<file path="config.mk">
export PLATFORM = sky130hd
export DESIGN_NAME = regfile_wb_arbiter
export DESIGN_NICKNAME = d
export VERILOG_FILES = /design/src/rtl/regfile_pkg.sv /design/src/rtl/wb_fifo.sv /design/src/rtl/regfile_wb_arbiter.sv
export SDC_FILE = /design/constraint.sdc
export NUM_CORES = 1
export LEC_CHECK = 0
export CORE_MARGIN = 1.5
export CORE_UTILIZATION = 45
export DETAILED_ROUTE_END_ITERATION = 8
export PLACE_DENSITY = 0.69
export SLEW_MARGIN = 40
export SYNTH_ARGS = -nofsm -noshare
export SYNTH_HDL_FRONTEND = slang
export SYNTH_SLANG_ARGS = --single-unit
</file>
<file path="constraint.sdc">
create_clock -name clk -period 4.72 [get_ports clk]
set_input_delay 0.708 -clock clk [delete_from_list [all_inputs] [get_ports clk]]
set_output_delay 0.708 -clock clk [all_outputs]
set_load 0.02 [all_outputs]
</file>
<file path="src/rtl/regfile_pkg.sv">
// rtl/regfile_pkg.sv - shared widths, source enum and writeback entry layout
package regfile_pkg;

  localparam int DATA_W_DEF = 32;
  localparam int ADDR_W_DEF = 5;

  typedef enum logic {
    SRC_ALU = 1'b0,
    SRC_MEM = 1'b1
  } src_e;

  // Entry layout at the default widths; the FIFOs store rd and data side by side.
  typedef struct packed {
    logic [ADDR_W_DEF-1:0] rd;
    logic [DATA_W_DEF-1:0] data;
  } wb_entry_t;

endpackage

</file>
<file path="src/rtl/wb_fifo.sv">
// rtl/wb_fifo.sv - count-based writeback FIFO exposing per-slot valid/rd for hazard compare
module wb_fifo
  import regfile_pkg::*;
#(
  parameter int DATA_W = DATA_W_DEF,
  parameter int ADDR_W = ADDR_W_DEF,
  parameter int DEPTH  = 2
) (
  input  logic              clk,
  input  logic              rst_n,
  input  logic              push,
  input  logic [ADDR_W-1:0] push_rd,
  input  logic [DATA_W-1:0] push_data,
  input  logic              pop,
  output logic              full,
  output logic              empty,
  output logic [ADDR_W-1:0] head_rd,
  output logic [DATA_W-1:0] head_data,
  output logic [DEPTH-1:0]  ent_valid,
  output logic [ADDR_W-1:0] ent_rd [DEPTH]
);

  localparam int PTR_W = $clog2(DEPTH);
  localparam int CNT_W = PTR_W + 1;

  logic [PTR_W-1:0]  wr_ptr_q, wr_ptr_d, rd_ptr_q, rd_ptr_d;
  logic [CNT_W-1:0]  count_q, count_d;
  logic [ADDR_W-1:0] rd_mem_q [DEPTH];
  logic [ADDR_W-1:0] rd_mem_d [DEPTH];
  logic [DATA_W-1:0] data_mem_q [DEPTH];
  logic [DATA_W-1:0] data_mem_d [DEPTH];
  logic [PTR_W-1:0]  offs;
  logic              do_push, do_pop;

  assign full      = (count_q == CNT_W'(DEPTH));
  assign empty     = (count_q == '0);
  assign do_push   = push && !full;
  assign do_pop    = pop && !empty;
  assign head_rd   = rd_mem_q[rd_ptr_q];
  assign head_data = data_mem_q[rd_ptr_q];

  always_comb begin
    rd_mem_d   = rd_mem_q;
    data_mem_d = data_mem_q;
    wr_ptr_d   = wr_ptr_q;
    rd_ptr_d   = rd_ptr_q;
    if (do_push) begin
      rd_mem_d[wr_ptr_q]   = push_rd;
      data_mem_d[wr_ptr_q] = push_data;
      wr_ptr_d             = wr_ptr_q + PTR_W'(1);
    end
    if (do_pop) rd_ptr_d = rd_ptr_q + PTR_W'(1);
    count_d = count_q + CNT_W'(do_push) - CNT_W'(do_pop);
  end

  // A slot is live when its distance from the read pointer is below the occupancy.
  always_comb begin
    ent_valid = '0;
    offs      = '0;
    for (int i = 0; i < DEPTH; i++) begin
      offs         = PTR_W'(i) - rd_ptr_q;
      ent_valid[i] = ({1'b0, offs} < count_q);
      ent_rd[i]    = rd_mem_q[i];
    end
  end

  always_ff @(posedge clk or negedge rst_n) begin
    if (!rst_n) begin
      wr_ptr_q <= '0;
      rd_ptr_q <= '0;
      count_q  <= '0;
    end else begin
      wr_ptr_q <= wr_ptr_d;
      rd_ptr_q <= rd_ptr_d;
      count_q  <= count_d;
    end
  end

  always_ff @(posedge clk) begin
    rd_mem_q   <= rd_mem_d;
    data_mem_q <= data_mem_d;
  end

endmodule

</file>
<file path="src/rtl/regfile_wb_arbiter.sv">
// rtl/regfile_wb_arbiter.sv - round-robin ALU/load writeback arbiter with pending-write detection
module regfile_wb_arbiter
  import regfile_pkg::*;
#(
  parameter int DATA_W = DATA_W_DEF,
  parameter int ADDR_W = ADDR_W_DEF,
  parameter int DEPTH  = 2
) (
  input  logic              clk,
  input  logic              rst_n,
  input  logic              alu_valid,
  output logic              alu_ready,
  input  logic [ADDR_W-1:0] alu_rd,
  input  logic [DATA_W-1:0] alu_data,
  input  logic              mem_valid,
  output logic              mem_ready,
  input  logic [ADDR_W-1:0] mem_rd,
  input  logic [DATA_W-1:0] mem_data,
  output logic [ADDR_W-1:0] rf_rd,
  output logic [DATA_W-1:0] rf_writedata,
  output logic              rf_regwrite,
  input  logic [ADDR_W-1:0] rs,
  input  logic [ADDR_W-1:0] rt,
  output logic              rs_pending,
  output logic              rt_pending
);

  logic              alu_full, alu_empty, mem_full, mem_empty;
  logic              alu_pop, mem_pop;
  logic [ADDR_W-1:0] alu_head_rd, mem_head_rd, pop_rd;
  logic [DATA_W-1:0] alu_head_data, mem_head_data, pop_data;
  logic [DEPTH-1:0]  alu_ent_valid, mem_ent_valid;
  logic [ADDR_W-1:0] alu_ent_rd [DEPTH];
  logic [ADDR_W-1:0] mem_ent_rd [DEPTH];
  logic              rs_hit, rt_hit;

  src_e              last_grant_q, last_grant_d;
  logic [ADDR_W-1:0] rf_rd_q, rf_rd_d;
  logic [DATA_W-1:0] rf_writedata_q, rf_writedata_d;
  logic              rf_regwrite_q, rf_regwrite_d;

  assign alu_ready = !alu_full;
  assign mem_ready = !mem_full;

  wb_fifo #(.DATA_W(DATA_W), .ADDR_W(ADDR_W), .DEPTH(DEPTH)) u_alu_fifo (
    .clk(clk), .rst_n(rst_n), .push(alu_valid && alu_ready), .push_rd(alu_rd),
    .push_data(alu_data), .pop(alu_pop), .full(alu_full), .empty(alu_empty),
    .head_rd(alu_head_rd), .head_data(alu_head_data),
    .ent_valid(alu_ent_valid), .ent_rd(alu_ent_rd)
  );

  wb_fifo #(.DATA_W(DATA_W), .ADDR_W(ADDR_W), .DEPTH(DEPTH)) u_mem_fifo (
    .clk(clk), .rst_n(rst_n), .push(mem_valid && mem_ready), .push_rd(mem_rd),
    .push_data(mem_data), .pop(mem_pop), .full(mem_full), .empty(mem_empty),
    .head_rd(mem_head_rd), .head_data(mem_head_data),
    .ent_valid(mem_ent_valid), .ent_rd(mem_ent_rd)
  );

  always_comb begin
    alu_pop      = 1'b0;
    mem_pop      = 1'b0;
    last_grant_d = last_grant_q;
    if (!alu_empty && !mem_empty) begin
      if (last_grant_q == SRC_ALU) mem_pop = 1'b1;
      else                         alu_pop = 1'b1;
      last_grant_d = (last_grant_q == SRC_ALU) ? SRC_MEM : SRC_ALU;
    end else if (!alu_empty) begin
      alu_pop = 1'b1;
    end else if (!mem_empty) begin
      mem_pop = 1'b1;
    end
    pop_rd   = mem_pop ? mem_head_rd : alu_head_rd;
    pop_data = mem_pop ? mem_head_data : alu_head_data;
    // Writes to r0 are drained from the queue but never reach the register file.
    rf_regwrite_d  = (alu_pop || mem_pop) && (pop_rd != '0);
    rf_rd_d        = (alu_pop || mem_pop) ? pop_rd : rf_rd_q;
    rf_writedata_d = (alu_pop || mem_pop) ? pop_data : rf_writedata_q;
  end

  always_comb begin
    rs_hit = rf_regwrite_q && (rf_rd_q == rs);
    rt_hit = rf_regwrite_q && (rf_rd_q == rt);
    for (int i = 0; i < DEPTH; i++) begin
      if (alu_ent_valid[i] && (alu_ent_rd[i] == rs)) rs_hit = 1'b1;
      if (mem_ent_valid[i] && (mem_ent_rd[i] == rs)) rs_hit = 1'b1;
      if (alu_ent_valid[i] && (alu_ent_rd[i] == rt)) rt_hit = 1'b1;
      if (mem_ent_valid[i] && (mem_ent_rd[i] == rt)) rt_hit = 1'b1;
    end
    rs_pending = (rs != '0) && rs_hit;
    rt_pending = (rt != '0) && rt_hit;
  end

  always_ff @(posedge clk or negedge rst_n) begin
    if (!rst_n) begin
      last_grant_q   <= SRC_ALU;
      rf_rd_q        <= '0;
      rf_writedata_q <= '0;
      rf_regwrite_q  <= 1'b0;
    end else begin
      last_grant_q   <= last_grant_d;
      rf_rd_q        <= rf_rd_d;
      rf_writedata_q <= rf_writedata_d;
      rf_regwrite_q  <= rf_regwrite_d;
    end
  end

  assign rf_rd        = rf_rd_q;
  assign rf_writedata = rf_writedata_q;
  assign rf_regwrite  = rf_regwrite_q;

endmodule

</file>
==> results of run 1 <==
-- state kept, by name, indices dropped and copies added, names as in the netlist --
signal and flops:
last_grant_q 1, rf_rd 5, rf_regwrite 1, rf_writedata 32, u_alu_fifo.count_q 2, u_alu_fifo.data_mem_q 64, u_alu_fifo.ent_rd 10, u_alu_fifo.rd_ptr_q 1
u_alu_fifo.wr_ptr_q 1, u_mem_fifo.count_q 2, u_mem_fifo.data_mem_q 64, u_mem_fifo.ent_rd 10, u_mem_fifo.rd_ptr_q 1, u_mem_fifo.wr_ptr_q 1
-- logic make-up (layout without fill, tap and decap cells) --
kind of cell | Yosys count | count (layout) | share of synthesized area
buffers and inverters | 42 | 181 | 0.0246
muxes | 72 | 72 | 0.0941
AOI/OAI and AO/OA | 93 | 93 | 0.0625
DFF | 195 | 195 | 0.692
xor gates and xnor gates | 59 | 59 | 0.0636
adders and majority gates | 4 | 4 | 0.00616
and+or+nand+nor | 107 | 107 | 0.0574
-- worst max-delay path, cell delays in order --
cell             delay (ns)
clkdlybuf4s50_1        0.59
xor2_1                 0.23
nor4_1                 0.36
nand3_1                0.13
a21oi_1                0.14
clkdlybuf4s50_1        0.61
-- final cells by class --
type	count	area (sq um)	area share
Clock buffer	18	429	0.0415
Clock inverter	14	171	0.0166
Inverter	6	22.5	0.00218
Multi-Input combinational cell	335	2340	0.227
Sequential cell	195	5620	0.544
Tap cell	225	282	0.0273
Timing Repair Buffer	143	1460	0.141
-- metrics by stage --
stage | instances | cell area [sq um]
6_report | 936 | 10300
5_1_grt | 936 | 10300
4_1_cts | 936 | 10300
3_5_place_dp | 904 | 9730
3_3_place_gp | 897 | 9600
2_1_floorplan | 572 | 8130
-- where the power goes --
part	total [mW]	switching [mW]	internal (mW)
registers	2.77	0.344	2.43
logic	2.53	1.37	1.17
clock network	1.46	0.655	0.800
total	6.76	2.37	4.39
-- Yosys cell counts, types with 2 or more instances --
| cell | count | share of area |
|---|---|---|
| a211oi_1 | 4 | 0.0037 |
| nor4_1 | 4 | 0.0031 |
| ha_1 | 4 | 0.0062 |
| clkbuf_1 | 14 | 0.0065 |
| dfrtp_1 | 47 | 0.14 |
| o21ai_1 | 28 | 0.017 |
| mux2_2 | 35 | 0.048 |
| xor2_1 | 22 | 0.024 |
| a31oi_1 | 3 | 0.0023 |
| nor2b_1 | 4 | 0.0031 |
| o2111ai_1 | 3 | 0.0032 |
| nand4_1 | 5 | 0.0038 |
| a21o_1 | 3 | 0.0028 |
| edfxtp_1 | 148 | 0.55 |
| buf_2 | 15 | 0.0092 |
| xnor2_1 | 37 | 0.040 |
| and3_1 | 2 | 0.0015 |
| buf_4 | 4 | 0.0037 |
| or4_1 | 2 | 0.0018 |
| nor3_1 | 6 | 0.0037 |
| nor2_1 | 38 | 0.018 |
| inv_1 | 6 | 0.0028 |
| a21oi_1 | 36 | 0.022 |
| nand2_1 | 43 | 0.020 |
| mux2i_1 | 37 | 0.046 |
| o21ai_0 | 12 | 0.0074 |
-- worst paths after layout --
kind,from,endpoint,slack [ns],cells after the start
setup reg to reg,u_alu_fifo.count_q[1],u_mem_fifo.count_q[1],2.72,8
hold / removal,rst_n,rf_rd[3],0.41,2
hold reg to reg,rf_writedata[0],rf_writedata[0],0.48,2
setup / recovery,rt[3],rt_pending,1.24,6
min in group clk,rf_writedata[0],rf_writedata[0],0.48,2
max in group asynchronous,rst_n,u_mem_fifo.rd_ptr_q,3.80,2
-- metal layers --
metal,vias up,GRT usage,wire length (um)
li1,2337,-,-
met1,2341,0.239,7290
met2,136,0.340,9020
met3,25,0.0408,775
met4,0,0.0649,314
met5,-,0,0
==> results by group, run 1 <==
Clock network
  • Clock root buffer: clkbuf_16
  • Max clock buf depth: 2
  • CTS buffer count: 17
  • Hold_buf cts: 0
  • H-Tree Level Count: 4
  • CTS tree: built
  • Post-CTS Setup Inserts: 0
  • Post-CTS resize count: 0
  • Worst skew pair latency: 0.43 ns
  • Sink Count: 195
  • Clk slew on worst S/H paths: 0.07 ns

Finish
  • Layout cells sized above 1: 0.127
  • Nets@finish: 790
  • Most frequent cells in the layout: edfxtp_1 (148), clkdlybuf4s50_1 (128), dfrtp_1 (45)
  • Fillers: 1,342
  • Final core occ: 0.591
  • Ant diodes: 0
  • Synth-to-Final Area Change: 27.1%
  • Leading cell type in the layout, fill and taps excluded: edfxtp_1

Pwr
  • Worst IR Drop VDD: 0.323 mV
  • Total power: 6.76 mW
  • Pwr Density: 654 nW/um^2
  • Static Leak: 3.70 nW

Routing
  • Initial drt markers: 195
  • Post-route DRC: 0
  • DR pass1 iterations: 4
  • Routed via count: 4,839
  • Via density: 5.17
  • Post-route ant nets: 0
  • Routed len/inst: 18.6 um
  • Routed WL: 17.4 mm

Synth
  • Cell count after synthesis: 572
  • YS warnings: 0
  • FFs w/ async S/R, synth: 0.241
  • Synth Net Count: 664
  • Unique masters post-synth: 36
  • Number of synthesized flops with an enable pin: 148
  • Yosys reg bits: 195
  • Sequential share of the synthesized area: 0.692
  • Synthesized area per cell: 14.2 sq um
  • Synthesized cell area: 8130 sq um
  • Top_reg_cell synth: edfxtp_1

Critical path
  • CP arrival: 2.77 ns
  • Crit-path max FO: 6
  • CP Launch Type: input pin
  • Critical setup path kind: in -> out
  • Crit end category: primary output
  • Crit path required time: 4.01 ns

Die
  • I/O pins: 130
  • Row cnt: 48
  • Die height: 137 um
  • Starting density of the core: 0.465
  • Die Width: 137 um
  • Die area: 18,900 sq um
  • Core footprint: 17,500 sq um

Timing
  • Fmax: 0.287 GHz
  • Fin Hold WS: 0.413 ns
  • Slew @ Worst Pin: 0.702 ns
  • # setup viols final: 0
  • Post-route minimum period: 3.48 ns
  • Clock skew: 0.00930 ns
  • Final Max Tran Viols: 0
  • Final hold vios: 0
  • Crit share post-route: 0.738
  • RSZ-0062 raised after global routing: false
  • Setup_tns: 0 ns
  • Rel. slew slack: 0.532
  • Final worst slack: 1.24 ns

Placement
  • GPL Wtd Cong: 0.909
  • HPWL after DPL: 11.9 mm
  • IO buf count: 129
  • Dpl ws: 1.25 ns

GRT
  • Largest net degree at the start of global routing: 48
  • All-Layer GR Usage: 0.194
  • GR Overflow Total: 0
  • Initial antenna violation count: 0
  • Number of global-route vias before repair: 5,041
  • First-pass GRT wire length: 26.7 mm

Outcome
  • Status: complete, no violations

Min path
  • Hold WC Path Type: in -> async

Run
  • Max-cap violation count: 0
Power figures use the tool's default switching activity.
==> run 2, diff against run 1 <==
==> constraint.sdc (replaced) <==
create_clock -name clk -period 3.3 [get_ports clk]
set_input_delay 0.495 -clock clk [delete_from_list [all_inputs] [get_ports clk]]
set_output_delay 0.495 -clock clk [all_outputs]
set_load 0.02 [all_outputs]
==> run 2 against run 1 <==
First-iteration DRC count is 30% higher. Global-route usage is 0.39 points higher. Critical path depth stayed put.
==> results by group, run 2 (synthesis gave the netlist of run 1 again) <==
Run
  • Max-cap violation count: 0 (unchanged)

Finish
  • Synth-to-Final Area Change: 26.5% (was 27.1%)
  • Ant diodes: 0 (unchanged)
  • Leading cell type in the layout, fill and taps excluded: edfxtp_1 (unchanged)
  • Final core occ: 0.588 (was 0.591)
  • Multi-input gate area: 2340 sq um (about the same)
  • Nets@finish: 789 (was 790)
  • Sequential cell area: 5620 sq um (unchanged)
  • Layout cells sized above 1: 0.123 (was 0.127)
  • Most frequent cells in the layout: edfxtp_1 (148), clkdlybuf4s50_1 (128), dfrtp_1 (45) (unchanged)
  • Post-route insts no fill: 935 (was 936)
  • Fillers: 1,357 (was 1,342)

GRT
  • First-pass GRT wire length: 27.2 mm (was 26.7 mm)
  • Largest net degree at the start of global routing: 64 (was 48)
  • Initial antenna violation count: 0 (unchanged)
  • GR Overflow Total: 0 (unchanged)
  • All-Layer GR Usage: 0.198 (was 0.194)
  • Number of global-route vias before repair: 5,137 (was 5,041)

Clock network
  • Hold_buf cts: 0 (unchanged)
  • Post-CTS resize count: 0 (unchanged)
  • CTS buffer count: 17 (unchanged)
  • Clock root buffer: clkbuf_16 (unchanged)
  • CTS tree: built (unchanged)
  • Worst skew pair latency: 0.43 ns (about the same)
  • H-Tree Level Count: 4 (unchanged)
  • Post-CTS Setup Inserts: 0 (unchanged)
  • Sink Count: 195 (unchanged)
  • Max clock buf depth: 2 (unchanged)
  • Clk slew on worst S/H paths: 0.07 ns (about the same)

Pwr
  • Worst IR Drop VDD: 0.450 mV (was 0.323 mV)
  • Total power: 9.61 mW (was 6.76 mW)
  • Pwr Density: 935 nW/um^2 (was 654 nW/um^2)
  • Static Leak: 3.70 nW (about the same)

Timing
  • Setup_tns: 0 ns (unchanged)
  • RSZ-0062 raised after global routing: false (unchanged)
  • Final hold vios: 0 (unchanged)
  • Rel. slew slack: 0.530 (was 0.532)
  • Fmax: 0.324 GHz
  • Clock skew: 0.0116 ns (was 0.00930 ns)
  • Final Max Tran Viols: 0 (unchanged)
  • # setup viols final: 0 (unchanged)
  • Final worst slack: 0.215 ns (was 1.24 ns)
  • Slew @ Worst Pin: 0.703 ns (was 0.702 ns)
  • Post-route minimum period: 3.08 ns
  • Crit share post-route: 0.935

Critical path
  • Crit path required time: 2.80 ns (was 4.01 ns)
  • CP arrival: 2.59 ns (was 2.77 ns)
  • CP Launch Type: input pin (unchanged)
  • Critical setup path kind: in -> out (unchanged)
  • Crit end category: primary output (unchanged)
  • Crit-path max FO: 6 (unchanged)

Die
  • Die Width: 137 um (unchanged)
  • I/O pins: 130 (unchanged)
  • Die height: 137 um (unchanged)
  • Starting density of the core: 0.465 (unchanged)
  • Die area: 18,900 sq um (unchanged)
  • Row cnt: 48 (unchanged)
  • Core footprint: 17,500 sq um (unchanged)

Routing
  • Routed WL: 17.5 mm (was 17.4 mm)
  • Wl on met1: 7.41 mm (was 7.29 mm)
  • Post-route ant nets: 0 (unchanged)
  • Routed len/inst: 18.7 um (was 18.6 um)
  • DR top layer: met4 (unchanged)
  • Post-route DRC: 0 (unchanged)
  • Routed wl met3: 812 um (was 775 um)
  • Initial drt markers: 253 (was 195)
  • Via density: 5.19 (was 5.17)
  • Met2 Wirelength: 8.93 mm (was 9.02 mm)
  • Routed via count: 4,852 (was 4,839)
  • DR pass1 iterations: 4 (unchanged)

Placement
  • HPWL after DPL: 11.8 mm (was 11.9 mm)
  • IO buf count: 129 (unchanged)
  • GPL Wtd Cong: 0.846 (was 0.909)
  • Dpl ws: 0.241 ns (was 1.25 ns)
  • Inst Count DP: 903 (was 904)

Min path
  • Hold WC Path Type: in -> async (unchanged)

Outcome
  • Status: complete, no violations (unchanged)
[run 2: changes by cell type in the layout (fill, tap and decap cells not counted), moves of 2 or more]
cell / previous run / this run
and3_2: 0 / 2
and3_4: 2 / 0
buf_12: 0 / 2
buf_16: 2 / 0
buf_4: 8 / 12
buf_8: 3 / 0
clkinv_4: 1 / 3
clkinvlp_4: 3 / 0
inv_6: 6 / 4
[run 2: layer usage]
layer | global-route usage | up-vias
li1 | - | 2319
met4 | 0.0819 | 0
met5 | 0 | -
met2 | 0.340 | 126
met3 | 0.0442 | 20
met1 | 0.241 | 2387
[run 2: path summary, 6_finish.rpt]
path                                        from                   to  depth (start not counted)  slack, ns
setup / recovery                           rs[4]           rs_pending                          6       0.22
hold / removal                             rst_n      rf_writedata[9]                          1       0.02
setup reg to reg           u_alu_fifo.count_q[1]             rf_rd[3]                          6       1.17
hold reg to reg                  rf_writedata[2]      rf_writedata[2]                          2       0.48
max in group asynchronous                  rst_n  u_alu_fifo.rd_ptr_q                          2       2.60
min in group clk                 rf_writedata[2]      rf_writedata[2]                          2       0.48
[run 2: cell type report]
class / count / share of cell area
inverter: 6 / 0.00219
multi-input combinational: 335 / 0.227
sequential: 195 / 0.547
clock buffer: 19 / 0.0421
timing repair buffer: 142 / 0.137
clock inverter: 13 / 0.0167
tap: 225 / 0.0274
[run 2: stage by stage]
stage | hold slack (ns) | area [sq um]
2_1_floorplan | 0.199 | 8130
3_5_place_dp | 0.470 | 9670
4_1_cts | 0.160 | 10300
6_report | 0.0196 | 10300
3_3_place_gp | 0.466 | 9670
5_1_grt | 0.0278 | 10300
[run 2: power breakdown]
part / leakage, nW / total (mW) / switching, mW / internal [mW]
registers: 1.93 / 3.92 / 0.452 / 3.47
logic: 1.47 / 3.58 / 1.98 / 1.60
clock network: 0.296 / 2.11 / 0.899 / 1.21
[run 2: critical path: stages]
cell and delay, ns:
clkdlybuf4s50_1 0.59, xor2_1 0.24, nor4_1 0.32, a31oi_1 0.15
a21oi_1 0.17, clkdlybuf4s50_1 0.62
==> run 3, diff against run 2 <==
--- a/config.mk
+++ b/config.mk
@@ -9,6 +9,7 @@
 export CORE_UTILIZATION = 45
 export DETAILED_ROUTE_END_ITERATION = 8
 export PLACE_DENSITY = 0.69
+export SKIP_LAST_GASP = 1
 export SLEW_MARGIN = 40
 export SYNTH_ARGS = -nofsm -noshare
 export SYNTH_HDL_FRONTEND = slang
==> results of run 3 <==
Final layout, timing and power as in run 2 (identical DEF).
